==> config.mk <==
export PLATFORM = sky130hd
export DESIGN_NAME = fetch_unit
export DESIGN_NICKNAME = d
export VERILOG_FILES = /design/src/rtl/fetch_unit.sv
export SDC_FILE = /design/constraint.sdc
export NUM_CORES = 1
export LEC_CHECK = 0
export CELL_PAD_IN_SITES_DETAIL_PLACEMENT = 0
export CELL_PAD_IN_SITES_GLOBAL_PLACEMENT = 1
export CORE_UTILIZATION = 34
export CTS_BUF_LIST = sky130_fd_sc_hd__clkbuf_4
export CTS_CLUSTER_SIZE = 28
export DETAILED_ROUTE_END_ITERATION = 7
export GPL_TIMING_DRIVEN = 1
export PLACE_DENSITY_LB_ADDON = 0.1
export SLEW_MARGIN = 20
export SYNTH_ARGS = -nofsm -noshare
export SYNTH_HDL_FRONTEND = slang
export SYNTH_SLANG_ARGS = --single-unit
==> constraint.sdc <==
create_clock -name clk -period 2.35 [get_ports clk]
set_clock_uncertainty 0.15 [all_clocks]
set_input_delay 0.47 -clock clk [delete_from_list [all_inputs] [get_ports clk]]
set_output_delay 0.47 -clock clk [all_outputs]
set_load 0.01 [all_outputs]
==> src/rtl/fetch_unit.sv <==
// rtl/fetch_unit.sv - instruction fetch stage: PC, IR latch, valid/ack handoff to decode
// Optional range/alignment check on PC updates enabled by FETCH_ALIGN_CHECK_EN.
module fetch_unit #(
  parameter logic [31:0] RESET_PC   = 32'h0000_0000,
  parameter int unsigned IMEM_BYTES = 4096
) (
  input  logic        clk,
  input  logic        rst,
  output logic [31:0] imem_pc,
  input  logic [31:0] imem_instr,
  input  logic        fetch_start,
  output logic [31:0] ir,
  output logic [31:0] ir_pc,
  output logic        ir_valid,
  input  logic        ir_ack,
  input  logic        pc_update,
  input  logic        pc_src,
  input  logic [31:0] pc_target,
  output logic [31:0] instr_count,
  output logic        fetch_fault
);

  localparam logic [31:0] NOP = 32'h0000_0013;

  typedef enum logic [1:0] {
    S_IDLE  = 2'd0,
    S_FETCH = 2'd1,
    S_VALID = 2'd2
  } state_t;

  state_t      state_q, state_d;
  logic [31:0] pc_q, pc_d;
  logic [31:0] ir_q, ir_d;
  logic [31:0] ir_pc_q, ir_pc_d;
  logic [31:0] instr_count_q, instr_count_d;
  logic        ir_valid_q, ir_valid_d;
  logic        fault_q, fault_d;

  logic        capture;
  logic        consume;
  logic        upd_en;
  logic        upd_bad;
  logic [31:0] new_pc;

  always_ff @(posedge clk) begin
    if (rst) begin
      state_q       <= S_IDLE;
      pc_q          <= RESET_PC;
      ir_q          <= NOP;
      ir_pc_q       <= 32'h0;
      ir_valid_q    <= 1'b0;
      instr_count_q <= 32'h0;
      fault_q       <= 1'b0;
    end else begin
      state_q       <= state_d;
      pc_q          <= pc_d;
      ir_q          <= ir_d;
      ir_pc_q       <= ir_pc_d;
      ir_valid_q    <= ir_valid_d;
      instr_count_q <= instr_count_d;
      fault_q       <= fault_d;
    end
  end

  always_comb begin
    state_d = state_q;
    case (state_q)
      S_IDLE:  if (fetch_start && !fault_q) state_d = S_FETCH;
      S_FETCH: state_d = S_VALID;
      S_VALID: if (ir_ack) state_d = S_IDLE;
      default: state_d = S_IDLE;
    endcase
  end

  // PC updates are blocked during FETCH so ir_pc always names the captured word.
  always_comb begin
    capture = (state_q == S_FETCH);
    consume = (state_q == S_VALID) && ir_ack;
    upd_en  = pc_update && (state_q != S_FETCH);
  end

  always_comb begin
    new_pc = pc_src ? pc_target : (ir_pc_q + 32'd4);
`ifdef FETCH_ALIGN_CHECK_EN
    upd_bad = (new_pc[1:0] != 2'b00) || (new_pc > 32'(IMEM_BYTES - 4));
`else
    upd_bad = 1'b0;
`endif
  end

  always_comb begin
    pc_d          = pc_q;
    fault_d       = fault_q;
    ir_d          = ir_q;
    ir_pc_d       = ir_pc_q;
    ir_valid_d    = ir_valid_q;
    instr_count_d = instr_count_q;
    if (upd_en) begin
      if (upd_bad) fault_d = 1'b1;
      else         pc_d    = {new_pc[31:2], 2'b00};
    end
    if (capture) begin
      ir_d       = imem_instr;
      ir_pc_d    = pc_q;
      ir_valid_d = 1'b1;
    end
    if (consume) begin
      ir_valid_d    = 1'b0;
      instr_count_d = instr_count_q + 32'd1;
    end
  end

  assign imem_pc     = pc_q;
  assign ir          = ir_q;
  assign ir_pc       = ir_pc_q;
  assign ir_valid    = ir_valid_q;
  assign instr_count = instr_count_q;
  assign fetch_fault = fault_q;

endmodule

* After elaboration in Yosys (flattened, before gate mapping)
Index checks and enable logic that the tools add are counted.
** Word-level totals
- Register bits after elaboration :: 127
- Output and inout bits :: 130
- Logic and storage cells :: 22
- Input port bits :: 70
** Operators by class
- Eq/ne operators :: 5
- Add/subtract/negate cells :: 2
- Muxes and demuxes :: 4
- Reduce and logical (&&, ||, !) cells :: 5
** Operator list (count)
- $add 32x1->32 const B :: 1
- $add 32x3->32 const B :: 1
- $mux 32 :: 1
- $pmux 2 s3 :: 1
- $mux 2 :: 2
- $ne 2x2->1 const B :: 2
- $eq 2x1->1 const B :: 1
- $eq 2x2->1 const B :: 1
- $logic_and 1x1->1 :: 2
- $logic_not 2->1 :: 1
- $ne 2x1->1 const B :: 1
- $reduce_and 2->1 :: 1
- $reduce_or 2->1 :: 1

* Longest topological paths before layout
Gate-level depths: netlist (run 1).
- Depth after elaboration :: 3
- Depth in mapped cells :: 6
- Mapped depth without buffers :: 5

* Worst setup path before layout (run 1)
No wires, ideal clock.
- Path kind :: register to register
- Start point :: reg instr_count_q[4], in the netlist instr_count[4]
- End point :: reg instr_count_q[29], in the netlist instr_count[29]
- Clock period less this slack :: 2.146 ns
- Setup slack :: 0.204 ns
- Library setup time :: 0.121 ns
- Required time :: 2.079 ns
- Data arrival time :: 1.876 ns
- Stages on the path, launching flop included :: 7
- Path buffers :: 2
- Cell sequence :: dfxtp_1 > nand4_4 > or4_4 > buf_6 > buf_6 > nor3_1 > mux2_2
** On the way
- Cells in the longest elaborated chain, start to end :: 1
** Ends and longest elaborated chain
- from (decl) :: RTL line 35 : logic [31:0] instr_count_q, instr_count_d;
- from (signal assigned) :: RTL line 60 : instr_count_q <= instr_count_d;
- $add 32x1->32 :: RTL line 109 : instr_count_d = instr_count_q + 32'd1;
Every way passes these cells.
A chain may end at the register's enable or synchronous reset.

* Final worst setup path (run 1)
- Start point :: reg ir_pc_q[9], in the netlist ir_pc[9]
- End point :: out ir_pc[9]
** RTL lines
- from (decl) :: RTL line 34 : logic [31:0] ir_pc_q, ir_pc_d;
- from (signal assigned) :: RTL line 58 : ir_pc_q <= ir_pc_d;
- to (decl) :: RTL line 13 : output logic [31:0] ir_pc,
No word-level cell between the ends.

==> flow_summary.rst, run 1 <==
.. list-table::
   :header-rows: 1

   * - Metric
     - Value
   * - Setup violation total in the final timing report
     - 0
   * - Largest family of logic cells by synthesized area
     - simple AND/OR/NAND/NOR gates
   * - Hold path endpoint
     - ir[13]$_SDFFE_PP0P_
   * - Area share of and/or/nand/nor cells after synthesis
     - 0.279
   * - Worst Setup Slack, final
     - 0.105 ns
   * - Setup repair bufs after CTS
     - 0
   * - Leading cell type by number of instances after synthesis
     - sky130_fd_sc_hd__nand2_1
   * - Worst EP required
     - 1.73 ns
   * - Kind of path behind the tightest hold check
     - flip-flop to flip-flop
   * - Result of the run
     - finished clean
   * - Synthesized instance count
     - 743
   * - Sum of negative setup slack
     - 0 ns
   * - Resized Gates After CTS
     - 0
   * - Leakage power summed over all cells
     - 2.87 nW
   * - Avg Inst Size Synth
     - 7.89 sq um
   * - Critical path launch point type
     - flip-flop
   * - Worst-case register-to-register setup slack
     - 0.19 ns
   * - Avg Vias per Cell
     - 5.19
   * - Detail Route Antenna Nets
     - 0
   * - Critical path arrival
     - 1.62 ns
   * - EDFF count, synth
     - 0
   * - Ratio of total power to cell area
     - 539 nW/um^2
   * - Maxcap violations
     - 0
   * - Synth Register Bits
     - 127
   * - Global-route wire length before repair
     - 30300 um
   * - Area contributors post-synth
     - sky130_fd_sc_hd__dfxtp_1 43%, sky130_fd_sc_hd__nand2_1 10%, sky130_fd_sc_hd__a21oi_1 8.8%
   * - RSZ-0062 raised after global routing
     - false
   * - Share of cells above drive strength 1
     - 0.103
   * - R2R Path Start
     - state_q[1]$_SDFFE_PP0P_
   * - Synth top area share
     - 0.434
   * - Vias post-DR
     - 6105
   * - Root buf cell
     - sky130_fd_sc_hd__clkbuf_4
   * - Die outline area
     - 17800 sq um
   * - Fmax
     - 0.446 GHz
   * - Capture instance of the worst register-to-register path
     - instr_count[31]$_SDFFE_PP0P_
   * - GR Util All Layers
     - 0.214
   * - Routed Wire Length
     - 18800 um
   * - Number of stages on the worst hold path
     - 2
   * - Number of fillers in the final layout
     - 1605
   * - Vias in the first global route
     - 5917
   * - Cell count of the worst reg-to-reg path
     - 4
   * - Post-synthesis to final-layout area growth
     - 44.7%
   * - Cell taking the most area after synthesis
     - sky130_fd_sc_hd__dfxtp_1
   * - Number of antenna violations at the first check in global routing
     - 1
   * - Top flip-flop cell by instance count after synthesis
     - sky130_fd_sc_hd__dfxtp_1
   * - Synthesis warning total
     - 0
   * - Share of synthesized registers carrying an async set or reset
     - 0
   * - Post-Synthesis Cell Area
     - 5860 sq um
   * - Drt wl/cell
     - 16.0 um
   * - IO Count
     - 200
   * - Die width
     - 133 um
   * - CTS max path bufs
     - 2
   * - Multiplexer area fraction after synthesis
     - 0.0209
   * - Total design power
     - 4.57 mW
   * - Cell variety after synth
     - 55
   * - Final-report hold violation count
     - 0
   * - Seq/Total Area, Yosys
     - 0.434
   * - H-Tree Level Count
     - 4
   * - Die H
     - 133 um
   * - Actual transition at the worst max-transition pin
     - 0.646 ns
   * - Core area
     - 16700 sq um
   * - Final Wtd Congestion
     - 0.782
   * - HPWL after DPL
     - 12800 um
   * - Type of the worst setup path
     - flip-flop to output pin
   * - Number of buffers created by CTS
     - 17
   * - I/O Buffers
     - 192
   * - Clock transition time at the flip-flop clock pins of the worst setup and hold paths
     - 0.11 ns
   * - Site row count
     - 47
   * - Fraction of the mapped netlist area in adder cells
     - 0.00427
   * - Critical path peak fanout
     - 8
   * - Origin of the worst min-delay path
     - ir[13]$_SDFFE_PP0P_
   * - Worst ir drop on vdd
     - 0.303 mV
   * - Count of TritonRoute iterations in the first routing pass
     - 7
   * - Share of the synthesized netlist area taken by xor and xnor gates
     - 0.0299
   * - Cts-stage hold buffer count
     - 0
   * - Crit share post-route
     - 0.955
   * - Setup slack after placement
     - -0.268 ns
   * - Max Slew Vio Count
     - 0
   * - Sink count of the clock tree
     - 127
   * - Critical path endpoint category
     - output pin
   * - Layout Nets
     - 1014
   * - Initial DRC Count
     - 323
   * - Clk Latency, worst-skew pair
     - 0.52 ns
   * - List of most frequent post-synthesis cells
     - 160 x sky130_fd_sc_hd__nand2_1, 127 x sky130_fd_sc_hd__dfxtp_1, 103 x sky130_fd_sc_hd__a21oi_1
   * - CTS tree
     - done
   * - Initial cell density of the core
     - 0.351
   * - Largest net degree at the start of global routing
     - 140
   * - Residual DRC
     - 0
   * - Minimum clock period after layout
     - 2.24 ns
   * - Overflow after GRT
     - 0
   * - Worst slew margin relative to its limit
     - 0.569
   * - Compound-gate portion of the synthesized area
     - 0.177
critical path, stage by stage, from the launching register on:
cell                              delay [ns]
sky130_fd_sc_hd__dfxtp_1                0.38
sky130_fd_sc_hd__buf_4                  0.17
sky130_fd_sc_hd__clkdlybuf4s50_1        0.55
power breakdown:
| part | internal [mW] | switching [mW] | total (mW) |
|---|---|---|---|
| combinational | 0.320 | 0.302 | 0.622 |
| sequential | 2.22 | 0.0586 | 2.28 |
| clock | 0.855 | 0.817 | 1.67 |
| total | 3.40 | 1.18 | 4.57 |
cell type report:
| class | count | area (sq um) | area share |
|---|---|---|---|
| diodes | 1 | 2.50 | 0.000295 |
| clock buffers | 19 | 143 | 0.0168 |
| clock inverters | 13 | 170 | 0.0201 |
| inverters | 16 | 60.1 | 0.00708 |
| multi-input cells | 546 | 3030 | 0.357 |
| flip-flops and latches | 127 | 2540 | 0.300 |
| well taps | 220 | 275 | 0.0324 |
| repair buffers | 234 | 2260 | 0.266 |
cells by family after synthesis:
family,Yosys count
AOI/OAI and AO/OA,175
xor gates and xnor gates,20
adders and majority gates,2
buffers and inverters,74
DFF,127
muxes,11
other,1
and+or+nand+nor,333
flip-flops by register name, summed over array words and instances, names as in the netlist:
name and cells:
imem_pc 30, ir_pc 30, ir_valid 1, state_q 2
instr_count 32, ir 32
stage by stage:
| stage | instances | hold slack (ns) | cell area [sq um] | util |
|---|---|---|---|---|
| 3_5_place_dp | 1143 | 0.300 | 8160 | 0.489 |
| 4_1_cts | 1175 | 0.276 | 8470 | 0.507 |
| 6_report | 1176 | 0.312 | 8480 | 0.508 |
| 2_1_floorplan | 747 | 0.322 | 5880 | - |
| 3_3_place_gp | 1143 | 0.292 | 8160 | 0.489 |
| 5_1_grt | 1176 | 0.267 | 8480 | 0.508 |
cell usage in the layout, fill, tap and decap left out, drive strengths merged, types with 5 or more instances in the layout:
| cell | netlist | layout |
|---|---|---|
| a21oi | 103 | 103 |
| a31oi | 5 | 5 |
| and4 | 5 | 5 |
| buf | 27 | 43 |
| clkbuf | 31 | 19 |
| clkdlybuf4s50 | 0 | 191 |
| clkinv | 1 | 9 |
| conb | 1 | 5 |
| dfxtp | 127 | 127 |
| inv | 15 | 15 |
| mux2 | 10 | 10 |
| nand2 | 160 | 160 |
| nand2b | 5 | 5 |
| nand3 | 22 | 22 |
| nand3b | 5 | 5 |
| nand4 | 18 | 18 |
| nor2 | 28 | 28 |
| nor2b | 10 | 10 |
| nor3 | 27 | 27 |
| nor4 | 9 | 9 |
| o211ai | 17 | 17 |
| o21ai | 17 | 17 |
| o31ai | 5 | 5 |
| or3 | 15 | 15 |
| or4 | 17 | 17 |
| xnor2 | 16 | 16 |
routing by layer:
metal | up-vias | global-route usage | wire [um]
li1 | 3021 | - | -
met1 | 2885 | 0.274 | 8410
met2 | 185 | 0.359 | 9130
met3 | 14 | 0.0518 | 1050
met4 | 0 | 0.0537 | 177
met5 | - | 0 | 0
how the worst max path moves through the flow:
stage / slack (ns) / to / startpoint / cells after the start
floorplan: 0.20 / instr_count[29]$_SDFFE_PP0P_ / instr_count[4]$_SDFFE_PP0P_ / 6
global placement: -0.23 / instr_count[31]$_SDFFE_PP0P_ / ir_ack / 5
detailed placement: -0.27 / instr_count[31]$_SDFFE_PP0P_ / ir_ack / 5
CTS: 0.04 / ir_pc[4] / ir_pc[4]$_SDFFE_PP0P_ / 1
global route: 0.01 / ir_pc[11] / ir_pc[11]$_SDFFE_PP0P_ / 1
finish: 0.11 / ir_pc[9] / ir_pc[9]$_SDFFE_PP0P_ / 2
(Power assumes the default switching activity.)
==> inputs of run 2 (changes only) <==
- CORE_MARGIN: unset -> 4
- TNS_END_PERCENT: unset -> 30
==> run 2 against run 1 <==
Effect of this change:
- non-clock buffer count fell by 1
- sequential cell count unchanged
- via count up 0.13%
- register-to-register slack got worse by 0.03 ns
- combinational power is 0.8% higher
- hold slack got worse by 0.0028 ns
- clock-buffer cell count unchanged
- first-iteration DRC count down 3.7%
- cell area is 0.22% lower
- setup slack improved by 0.020 ns
- die area grew 9.2%
- utilization fell by 0.29 points
- critical path type unchanged
- critical endpoint is now ir_pc[17]
- largest power group unchanged
==> flow_summary.rst, run 2 (synthesis results as in run 1) <==
.. list-table::
   :header-rows: 1

   * - Metric
     - Value
   * - Result of the run
     - finished clean (unchanged)
   * - Global-route wire length before repair
     - 30100 um (was 30300 um)
   * - Detail Route Antenna Nets
     - 0 (unchanged)
   * - Sum of negative setup slack
     - 0 ns (unchanged)
   * - Worst EP required
     - 1.73 ns (about the same)
   * - H-Tree Level Count
     - 4 (unchanged)
   * - HPWL after DPL
     - 13300 um (was 12800 um)
   * - Critical path endpoint category
     - output pin (unchanged)
   * - CP Cell Sequence
     - clkdlybuf4s50_1 (was buf_4, clkdlybuf4s50_1)
   * - Delay-heaviest family, CP
     - buffers and inverters (unchanged)
   * - Clk Latency, worst-skew pair
     - 0.53 ns (was 0.52 ns)
   * - R2R Path Start
     - instr_count[13]$_SDFFE_PP0P_ (was state_q[1]$_SDFFE_PP0P_)
   * - Die width
     - 139 um (was 133 um)
   * - Worst ir drop on vdd
     - 0.333 mV (was 0.303 mV)
   * - Final-report hold violation count
     - 0 (unchanged)
   * - Area of combinational cells with multiple inputs
     - 3020 sq um (was 3030 sq um)
   * - Worst Path Buf+Inv
     - 1 (was 2)
   * - Post-synthesis to final-layout area growth
     - 44.4% (was 44.7%)
   * - Leakage power summed over all cells
     - 2.84 nW (was 2.87 nW)
   * - Total area of sequential cells
     - 2550 sq um (was 2540 sq um)
   * - Stage delay of the slowest cell on the critical path
     - 0.59 ns (was 0.55 ns)
   * - Worst hold margin
     - 0.309 ns (was 0.312 ns)
   * - Kind of path behind the tightest hold check
     - flip-flop to flip-flop (unchanged)
   * - Most used cells in the layout excluding fill and tap cells
     - 191 x sky130_fd_sc_hd__clkdlybuf4s50_1, 160 x sky130_fd_sc_hd__nand2_1, 123 x sky130_fd_sc_hd__dfxtp_1 (was 191 x sky130_fd_sc_hd__clkdlybuf4s50_1, 160 x sky130_fd_sc_hd__nand2_1, 126 x sky130_fd_sc_hd__dfxtp_1)
   * - Vias post-DR
     - 6113 (was 6105)
   * - Number of stages on the worst hold path
     - 2 (unchanged)
   * - I/O Buffers
     - 192 (unchanged)
   * - Fmax
     - 0.449 GHz (was 0.446 GHz)
   * - Type of the worst setup path
     - flip-flop to output pin (unchanged)
   * - Overflow after GRT
     - 0 (unchanged)
   * - Number of fillers in the final layout
     - 1610 (was 1605)
   * - Ratio of total power to cell area
     - 529 nW/um^2 (was 539 nW/um^2)
   * - Die outline area
     - 19400 sq um (was 17800 sq um)
   * - Worst-case register-to-register setup slack
     - 0.16 ns (was 0.19 ns)
   * - CTS tree
     - done (unchanged)
   * - Avg Vias per Cell
     - 5.20 (was 5.19)
   * - Capture instance of the worst register-to-register path
     - instr_count[31]$_SDFFE_PP0P_ (unchanged)
   * - Core area
     - 16800 sq um (was 16700 sq um)
   * - Clock transition time at the flip-flop clock pins of the worst setup and hold paths
     - 0.13 ns (was 0.11 ns)
   * - Initial cell density of the core
     - 0.350 (was 0.351)
   * - Count of TritonRoute iterations in the first routing pass
     - 4 (was 7)
   * - Total design power
     - 4.48 mW (was 4.57 mW)
   * - Worst slew margin relative to its limit
     - 0.553 (was 0.569)
   * - Cell count of the worst reg-to-reg path
     - 4 (unchanged)
   * - RSZ-0062 raised after global routing
     - false (unchanged)
   * - Maxcap violations
     - 0 (unchanged)
   * - Initial DRC Count
     - 311 (was 323)
   * - Vias in the first global route
     - 5724 (was 5917)
   * - Minimum clock period after layout
     - 2.22 ns (was 2.24 ns)
   * - Final Non-Filler Cells
     - 1175 (was 1176)
   * - Critical path launch point type
     - flip-flop (unchanged)
   * - Crit share post-route
     - 0.947 (was 0.955)
   * - Worst setup endpoint
     - ir_pc[17] (was ir_pc[9])
   * - Startpoint of the worst setup timing path
     - ir_pc[17]$_SDFFE_PP0P_ (was ir_pc[9]$_SDFFE_PP0P_)
   * - Final design utilization
     - 0.505 (was 0.508)
   * - Share of cells above drive strength 1
     - 0.102 (was 0.103)
   * - Final Wtd Congestion
     - 0.809 (was 0.782)
   * - IO Count
     - 200 (unchanged)
   * - Drt wl/cell
     - 16.4 um (was 16.0 um)
   * - Critical path arrival
     - 1.60 ns (was 1.62 ns)
   * - Actual transition at the worst max-transition pin
     - 0.670 ns (was 0.646 ns)
   * - Number of antenna violations at the first check in global routing
     - 2 (was 1)
   * - Root buf cell
     - sky130_fd_sc_hd__clkbuf_4 (unchanged)
   * - Residual DRC
     - 0 (unchanged)
   * - Levels on crit path
     - 1 (was 2)
   * - Die H
     - 139 um (was 133 um)
   * - Layout Nets
     - 1013 (was 1014)
   * - Most frequent standard cell in the layout excluding fill and tap cells
     - sky130_fd_sc_hd__clkdlybuf4s50_1 (unchanged)
   * - Site row count
     - 47 (unchanged)
   * - Critical path peak fanout
     - 7 (was 8)
   * - Sink count of the clock tree
     - 127 (unchanged)
   * - CTS max path bufs
     - 2 (unchanged)
   * - GR Util All Layers
     - 0.189 (was 0.214)
   * - Largest net degree at the start of global routing
     - 140 (unchanged)
   * - Routed Wire Length
     - 19200 um (was 18800 um)
   * - Max Slew Vio Count
     - 0 (unchanged)
   * - Setup violation total in the final timing report
     - 0 (unchanged)
   * - Total placed cells including tap cells
     - 1142 (was 1143)
   * - Number of buffers created by CTS
     - 17 (unchanged)
   * - Crit path max-delay cell type
     - sky130_fd_sc_hd__clkdlybuf4s50_1 (unchanged)
[run 2: cell count changes in the layout (fill, tap and decap cells not counted), sizes merged]
| cell | delta |
|---|---|
| clkinvlp | +1 |
| diode | +1 |
| buf | -1 |
| clkinv | -1 |
| bufinv | -1 |
[run 2: worst min path at each step]
stage	end	slack (ns)	startpoint
3_5_place_dp	ir[27]$_SDFFE_PP0P_	0.30	ir[27]$_SDFFE_PP0P_
6_report	ir[27]$_SDFFE_PP0P_	0.31	ir[27]$_SDFFE_PP0P_
3_3_place_gp	ir[2]$_SDFFE_PP0P_	0.29	ir[2]$_SDFFE_PP0P_
5_1_grt	ir[30]$_SDFFE_PP0P_	0.27	imem_instr[30]
2_1_floorplan	state_q[0]$_SDFFE_PP0P_	0.32	state_q[0]$_SDFFE_PP0P_
4_1_cts	ir[21]$_SDFFE_PP0P_	0.27	imem_instr[21]
[run 2: what timing repair did]
action,in CTS,in global routing
setup endpoints to repair,0,4
hold buffers,0,0
gates resized for setup,0,4
endpoints found under the hold margin,0,0
setup buffers,0,0
[run 2: layout make-up]
cell class	count	share of cell area
Antenna cell	2	0.000591
Clock buffer	19	0.0169
Clock inverter	12	0.0171
Inverter	16	0.00710
Multi-Input combinational cell	546	0.357
Sequential cell	127	0.301
Tap cell	220	0.0325
Timing Repair Buffer	233	0.268
[run 2: per-layer routing]
layer	wire, um	GRT usage	vias up	share of wire
li1	-	-	3013	-
met1	8450	0.243	2892	0.44
met2	9200	0.307	186	0.48
met3	1250	0.0532	22	0.065
met4	320	0.0633	0	0.017
met5	0	0	-	0
[run 2: per-stage QoR]
stage / instance area, sq um / setup WS, ns
floorplan: 5880 / 0.204
global placement: 8170 / -0.222
detailed placement: 8170 / -0.257
CTS: 8450 / 0.0317
global route: 8460 / 0.0204
finish: 8460 / 0.125
[run 2: power by group]
part	total (mW)	switching, mW	internal [mW]	leakage [nW]
clock	1.57	0.824	0.745	0.153
combinational	0.627	0.304	0.323	1.65
sequential	2.28	0.0571	2.22	1.03
